File: config.mk
export PLATFORM = sky130hd
export DESIGN_NAME = mul_div_unit
export DESIGN_NICKNAME = d
export VERILOG_FILES = /design/src/rtl/mul_div_unit.sv
export SDC_FILE = /design/constraint.sdc
export NUM_CORES = 1
export LEC_CHECK = 0
export ABC_AREA = 0
export ABC_CLOCK_PERIOD_IN_PS = 6350
export BUFFER_PORTS_ARGS = -buffer_cell sky130_fd_sc_hd__buf_2
export CORE_MARGIN = 8
export CORE_UTILIZATION = 65
export CTS_CLUSTER_DIAMETER = 200
export DETAILED_ROUTE_END_ITERATION = 8
export PLACE_DENSITY = 0.95
export SLEW_MARGIN = 5
export SYNTH_ARGS = -nofsm -noshare
export SYNTH_HDL_FRONTEND = slang
export SYNTH_SLANG_ARGS = --single-unit
File: constraint.sdc
create_clock -name clk -period 6.35 [get_ports clk]
set_clock_uncertainty 0.05 [all_clocks]
set_input_delay 1.27 -clock clk [delete_from_list [all_inputs] [get_ports clk]]
set_output_delay 1.27 -clock clk [all_outputs]
set_load 0.01 [all_outputs]
File: src/rtl/mul_div_unit.sv
// Iterative radix-2 RV32M multiply/divide unit: one product or quotient bit per
// cycle, fixed latency, sign handled by magnitude arithmetic plus a final fix-up.
module mul_div_unit #(
  parameter int DATA_WIDTH = 32,
  parameter int CNT_WIDTH  = $clog2(DATA_WIDTH)
) (
  input  logic                  clk,
  input  logic                  rst,
  input  logic                  start,
  input  logic [DATA_WIDTH-1:0] srcA,
  input  logic [DATA_WIDTH-1:0] srcB,
  input  logic [2:0]            mdControl,
  output logic                  busy,
  output logic                  done,
  output logic [DATA_WIDTH-1:0] mdResult
);

  typedef enum logic [1:0] {IDLE, CALC, FIX, DONE} state_t;

  state_t                  state, next_state;
  logic [2:0]              op;
  logic [DATA_WIDTH-1:0]   a_raw, a_mag, b_mag;
  logic                    sign_a, sign_b;
  logic [2*DATA_WIDTH-1:0] acc;
  logic [CNT_WIDTH-1:0]    counter;

  logic                    signed_a, signed_b, neg_a, neg_b;
  logic [DATA_WIDTH:0]     mul_sum, div_trial, div_diff;
  logic                    div_ge, b_zero;
  logic [2*DATA_WIDTH-1:0] prod_fix;
  logic [DATA_WIDTH-1:0]   quot_fix, rem_fix, fix_result;

  assign signed_a = mdControl inside {3'b001, 3'b010, 3'b100, 3'b110};
  assign signed_b = mdControl inside {3'b001, 3'b100, 3'b110};
  assign neg_a    = signed_a & srcA[DATA_WIDTH-1];
  assign neg_b    = signed_b & srcB[DATA_WIDTH-1];

  // State register
  always_ff @(posedge clk) begin
    if (rst) state <= IDLE;
    else     state <= next_state;
  end

  // Next-state logic
  always_comb begin
    next_state = state;
    unique case (state)
      IDLE: if (start) next_state = CALC;
      CALC: if (counter == CNT_WIDTH'(DATA_WIDTH - 1)) next_state = FIX;
      FIX:  next_state = DONE;
      DONE: next_state = IDLE;
      default: next_state = IDLE;
    endcase
  end

  // Outputs
  always_comb begin
    busy = (state != IDLE);
    done = (state == DONE);
  end

  // acc serves both operations: multiply keeps {partial sum, multiplier},
  // divide keeps {partial remainder, dividend/quotient shift register}.
  always_comb begin
    mul_sum   = {1'b0, acc[2*DATA_WIDTH-1:DATA_WIDTH]} + (acc[0] ? {1'b0, a_mag} : '0);
    div_trial = acc[2*DATA_WIDTH-1:DATA_WIDTH-1];
    div_diff  = div_trial - {1'b0, b_mag};
    div_ge    = (div_trial >= {1'b0, b_mag});
  end

  always_comb begin
    b_zero   = (b_mag == '0);
    prod_fix = (sign_a ^ sign_b) ? -acc : acc;
    quot_fix = b_zero ? '1 :
               ((sign_a ^ sign_b) ? -acc[DATA_WIDTH-1:0] : acc[DATA_WIDTH-1:0]);
    rem_fix  = b_zero ? a_raw :
               (sign_a ? -acc[2*DATA_WIDTH-1:DATA_WIDTH] : acc[2*DATA_WIDTH-1:DATA_WIDTH]);
    unique case (op)
      3'b000:                 fix_result = prod_fix[DATA_WIDTH-1:0];
      3'b001, 3'b010, 3'b011: fix_result = prod_fix[2*DATA_WIDTH-1:DATA_WIDTH];
      3'b100, 3'b101:         fix_result = quot_fix;
      default:                fix_result = rem_fix;
    endcase
  end

  always_ff @(posedge clk) begin
    if (rst) begin
      op       <= '0;
      a_raw    <= '0;
      a_mag    <= '0;
      b_mag    <= '0;
      sign_a   <= 1'b0;
      sign_b   <= 1'b0;
      acc      <= '0;
      counter  <= '0;
      mdResult <= '0;
    end else begin
      unique case (state)
        IDLE: if (start) begin
          op      <= mdControl;
          a_raw   <= srcA;
          a_mag   <= neg_a ? -srcA : srcA;
          b_mag   <= neg_b ? -srcB : srcB;
          sign_a  <= neg_a;
          sign_b  <= neg_b;
          counter <= '0;
          acc     <= {{DATA_WIDTH{1'b0}},
                      mdControl[2] ? (neg_a ? -srcA : srcA) : (neg_b ? -srcB : srcB)};
        end
        CALC: begin
          counter <= counter + 1'b1;
          if (op[2])
            acc <= {div_ge ? div_diff[DATA_WIDTH-1:0] : div_trial[DATA_WIDTH-1:0],
                    acc[DATA_WIDTH-2:0], div_ge};
          else
            acc <= {mul_sum, acc[DATA_WIDTH-1:1]};
        end
        FIX:  mdResult <= fix_result;
        default: ;
      endcase
    end
  end

endmodule
==> metrics.txt <==
# setup viols final 0; cell taking the most area after synthesis dfxtp_1; Setup CP Type input port to register; CTS root buffer clkbuf_16; clk buf depth 3; Hold Vio Cnt, Final 0; first-pass GRT wire length just under 100,000 µm; CP delay by family, top buffers and inverters; yosys warns 0; Tot GR Track Use 40.4%; worst-path maximum fanout 47; syn avg cell area roughly 7.4 µm²; Die Ht ~180 µm; max-slew violations 0; die area between 30,000 and 40,000 µm²; Initial Utilization approximately two thirds; number of remaining DRC errors 0; flop-to-flop setup slack roughly 2.1 ns; Pleak 7.22 nW; core region area 25,000 µm²; Initial DRC Count ~3,100; area of the multi-input gates about 12,000 µm²; Post-CTS Resized 0; crit start category input port; worst path bufs/invs 2; Crit Reg-Reg Endpoint acc[62]$_SDFFE_PP0P_; Int Pwr around 3.7 mW; Switching Fraction approximately 48%; Top FF cell, synth dfxtp_1; 1st-pass router iterations 8; CTS tree built; Reg area around 4000 µm²; fmax approximately 0.24 GHz; Routed WL 65,000 µm; Psw around 3.4 mW; Worst slew margin approximately 14%; Cells after Synth between 2,000 and 2,500; CTS sink count between 200 and 250; Die Span X around 180 µm; Tot Pwr ~7.1 mW; global route overflow 0; hold path endpoint a_mag[31]$_SDFFE_PP0P_; final worst-path cycle share 66.9%; dpl hpwl between 40,000 and 50,000 µm; Max VDD drop 0.333 mV; Pwr per Cell Area ~400 nW/µm²; CP Cell Sequence buf_2 -> inv_1 -> o21ai_0 -> and2_1 -> o21ai_0 -> xnor2_1 -> nor2_1 -> a211oi_1 -> a211oi_1 -> nor3_1; FILL cells between 2,000 and 2,500; Seq/Total Area, Yosys between 20% and 30%; initial antenna violation count 0; Post-CTS Setup Repair Bufs 0; crit end category register; Seq cells post-synth between 200 and 250; Reg power frac around 30%; critical path required time just under 7 ns; ys async rst share 0%; reg2reg path depth 11; share of layout cells above drive strength 1 between 10 and 15%; setup TNS 0 ns; combinational power share slightly below 50%; Yosys top cell area share between 20% and 30%; slowest CP cell buf_2; clock-pin slew on the worst setup and hold paths approximately 0.060 ns; HP Start a_mag[31]$_SDFFE_PP0P_; std cell rows 58; Via Count around 18,000; largest net degree at the start of global routing about 110; RSZ-0062 raised after global routing false; top cells by area, synth dfxtp_1 25%, a21oi_1 6.0%, nor2_1 5.9%; CTS buffer count 24; status finished, final reports clean; Mapped Area around 16,000 µm²; Slew @ Worst Pin 1.29 ns; routed len/inst 25.4 µm; Worst EP arrival around 4.7 ns; Yosys cell types 85; Area Overhead vs Synth 7.87%; port buffer count roughly 100; worst hold path class register to register; Clk pwr share roughly a fifth; hold path depth 2; reg2reg start acc[43]$_SDFFE_PP0P_; CP startpoint mdControl[2]; Vias per Instance 6.97; post-synth net total between 2,000 and 2,500; vias in the first global route between 15,000 and 20,000; Ports 104; CTS H-tree lvls 1; max-cap violations 0; clk_lat worst skew between 0.5 and 0.6 ns; EDFF count, synth 0; nets@finish ~2,400; hold_buf cts 0; DRT antenna net count 0; minimum clock period roughly 4.2 ns; Final GP Congestion roughly 1.0; Critical Path Max Stage Delay approximately 0.65 ns
-- cells in the mapped netlist (all sizes together), types with 10 or more instances --
cell type	number
a21oi	197
xnor2	100
a21o	35
a221oi	15
mux2	21
xor2	95
clkbuf	147
o41ai	15
a211oi	126
a31oi	16
nor2b	10
o21ai	125
buf	25
or3	19
or4	13
nand4	16
and3	16
nor2	260
and2	48
nand2b	18
inv	73
mux2i	42
o31ai	21
o21a	10
dfxtp	203
nor4	28
o211ai	21
nor3	74
nand3	21
nand2	213
ha	74
-- worst max-delay path by stage --
stage / endpoint / slack (ns) / cells after the start
2_1_floorplan: acc[27]$_SDFFE_PP0P_ / 2.59 / 9
3_3_place_gp: acc[6]$_SDFFE_PP0P_ / 1.81 / 10
3_5_place_dp: acc[29]$_SDFFE_PP0P_ / 1.73 / 10
4_1_cts: acc[29]$_SDFFE_PP0P_ / 2.18 / 10
5_1_grt: acc[29]$_SDFFE_PP0P_ / 1.88 / 10
6_report: acc[29]$_SDFFE_PP0P_ / 2.10 / 10
-- kinds of logic (layout without fill, tap and decap cells) --
logic type	count (synthesis)	count (layout)	share of synthesized area [%]
DFF	203	203	24.7
other	0	2	0
AOI/OAI and AO/OA	679	679	26.9
buffers and inverters	245	241	5.78
adders and majority gates	76	76	5.86
muxes	63	63	3.99
xor gates and xnor gates	195	195	10.4
and+or+nand+nor	768	768	22.4
-- per-layer routing --
layer	track usage (%)	wire [µm]
met1	55.8	26000
met2	54.7	25000
met3	11.9	9660
met4	22.9	4280
met5	0.333	0
-- flip-flops by register name (all words and copies together) (netlist names) --
signal,flops
sign_a,1
b_mag,32
a_raw,32
state,2
sign_b,1
mdResult,32
a_mag,31
counter,5
op,3
acc,64
-- cell type report --
cell class                 instances  share of cell area [%]
inverter                          73                    1.54
clock inverter                    11                   0.936
multi-input combinational       1781                    64.7
timing repair buffer             126                    3.89
sequential                       203                    22.9
tap                              330                    2.32
antenna                            2                  0.0282
clock buffer                      31                    3.70
-- power groups by stage --
stage                     logic (mW)  registers (mW)  clock network [mW]
after floorplan                 2.43            1.90                   0
after detailed placement        3.34            2.10                   0
after global routing            3.75            2.13                1.51
after global placement          3.27            2.08                   0
after CTS                       3.37            2.08                1.46
final                           3.51            2.12                1.47
-- cell usage in the layout (no fill, tap or decap), types with 94 or more instances in the layout --
master    instances
nor2_1          258
nand2_1         212
dfxtp_1         202
a21oi_1         196
a211oi_1        126
o21ai_0         122
buf_2           102
xnor2_1          98
xor2_1           94
-- worst reg2reg max path, stage by stage, from the launching register on --
cell and delay (ns):
dfxtp_1 0.67, ha_1 0.44, a21oi_1 0.25, o21ai_0 0.12
a311o_1 0.36, nor3_1 0.47, o21ai_0 0.28, a31oi_2 0.52
buf_4 0.41, a311o_1 0.23, a32oi_1 0.12, nor3_1 0.20
-- metrics by stage --
step                      setup WS, ns  util [%]  instances  cell area (µm²)  hold WS (ns)
after floorplan                   2.59         -       2229            16500         0.382
after global placement            1.81      67.7       2513            16900         0.391
after detailed placement          1.73      67.7       2513            16900         0.401
after CTS                         2.18      71.0       2555            17800         0.410
after global routing              1.88      71.0       2555            17800         0.431
final                             2.10      71.0       2557            17800         0.410
No activity file was read; power rests on OpenSTA's default activity.
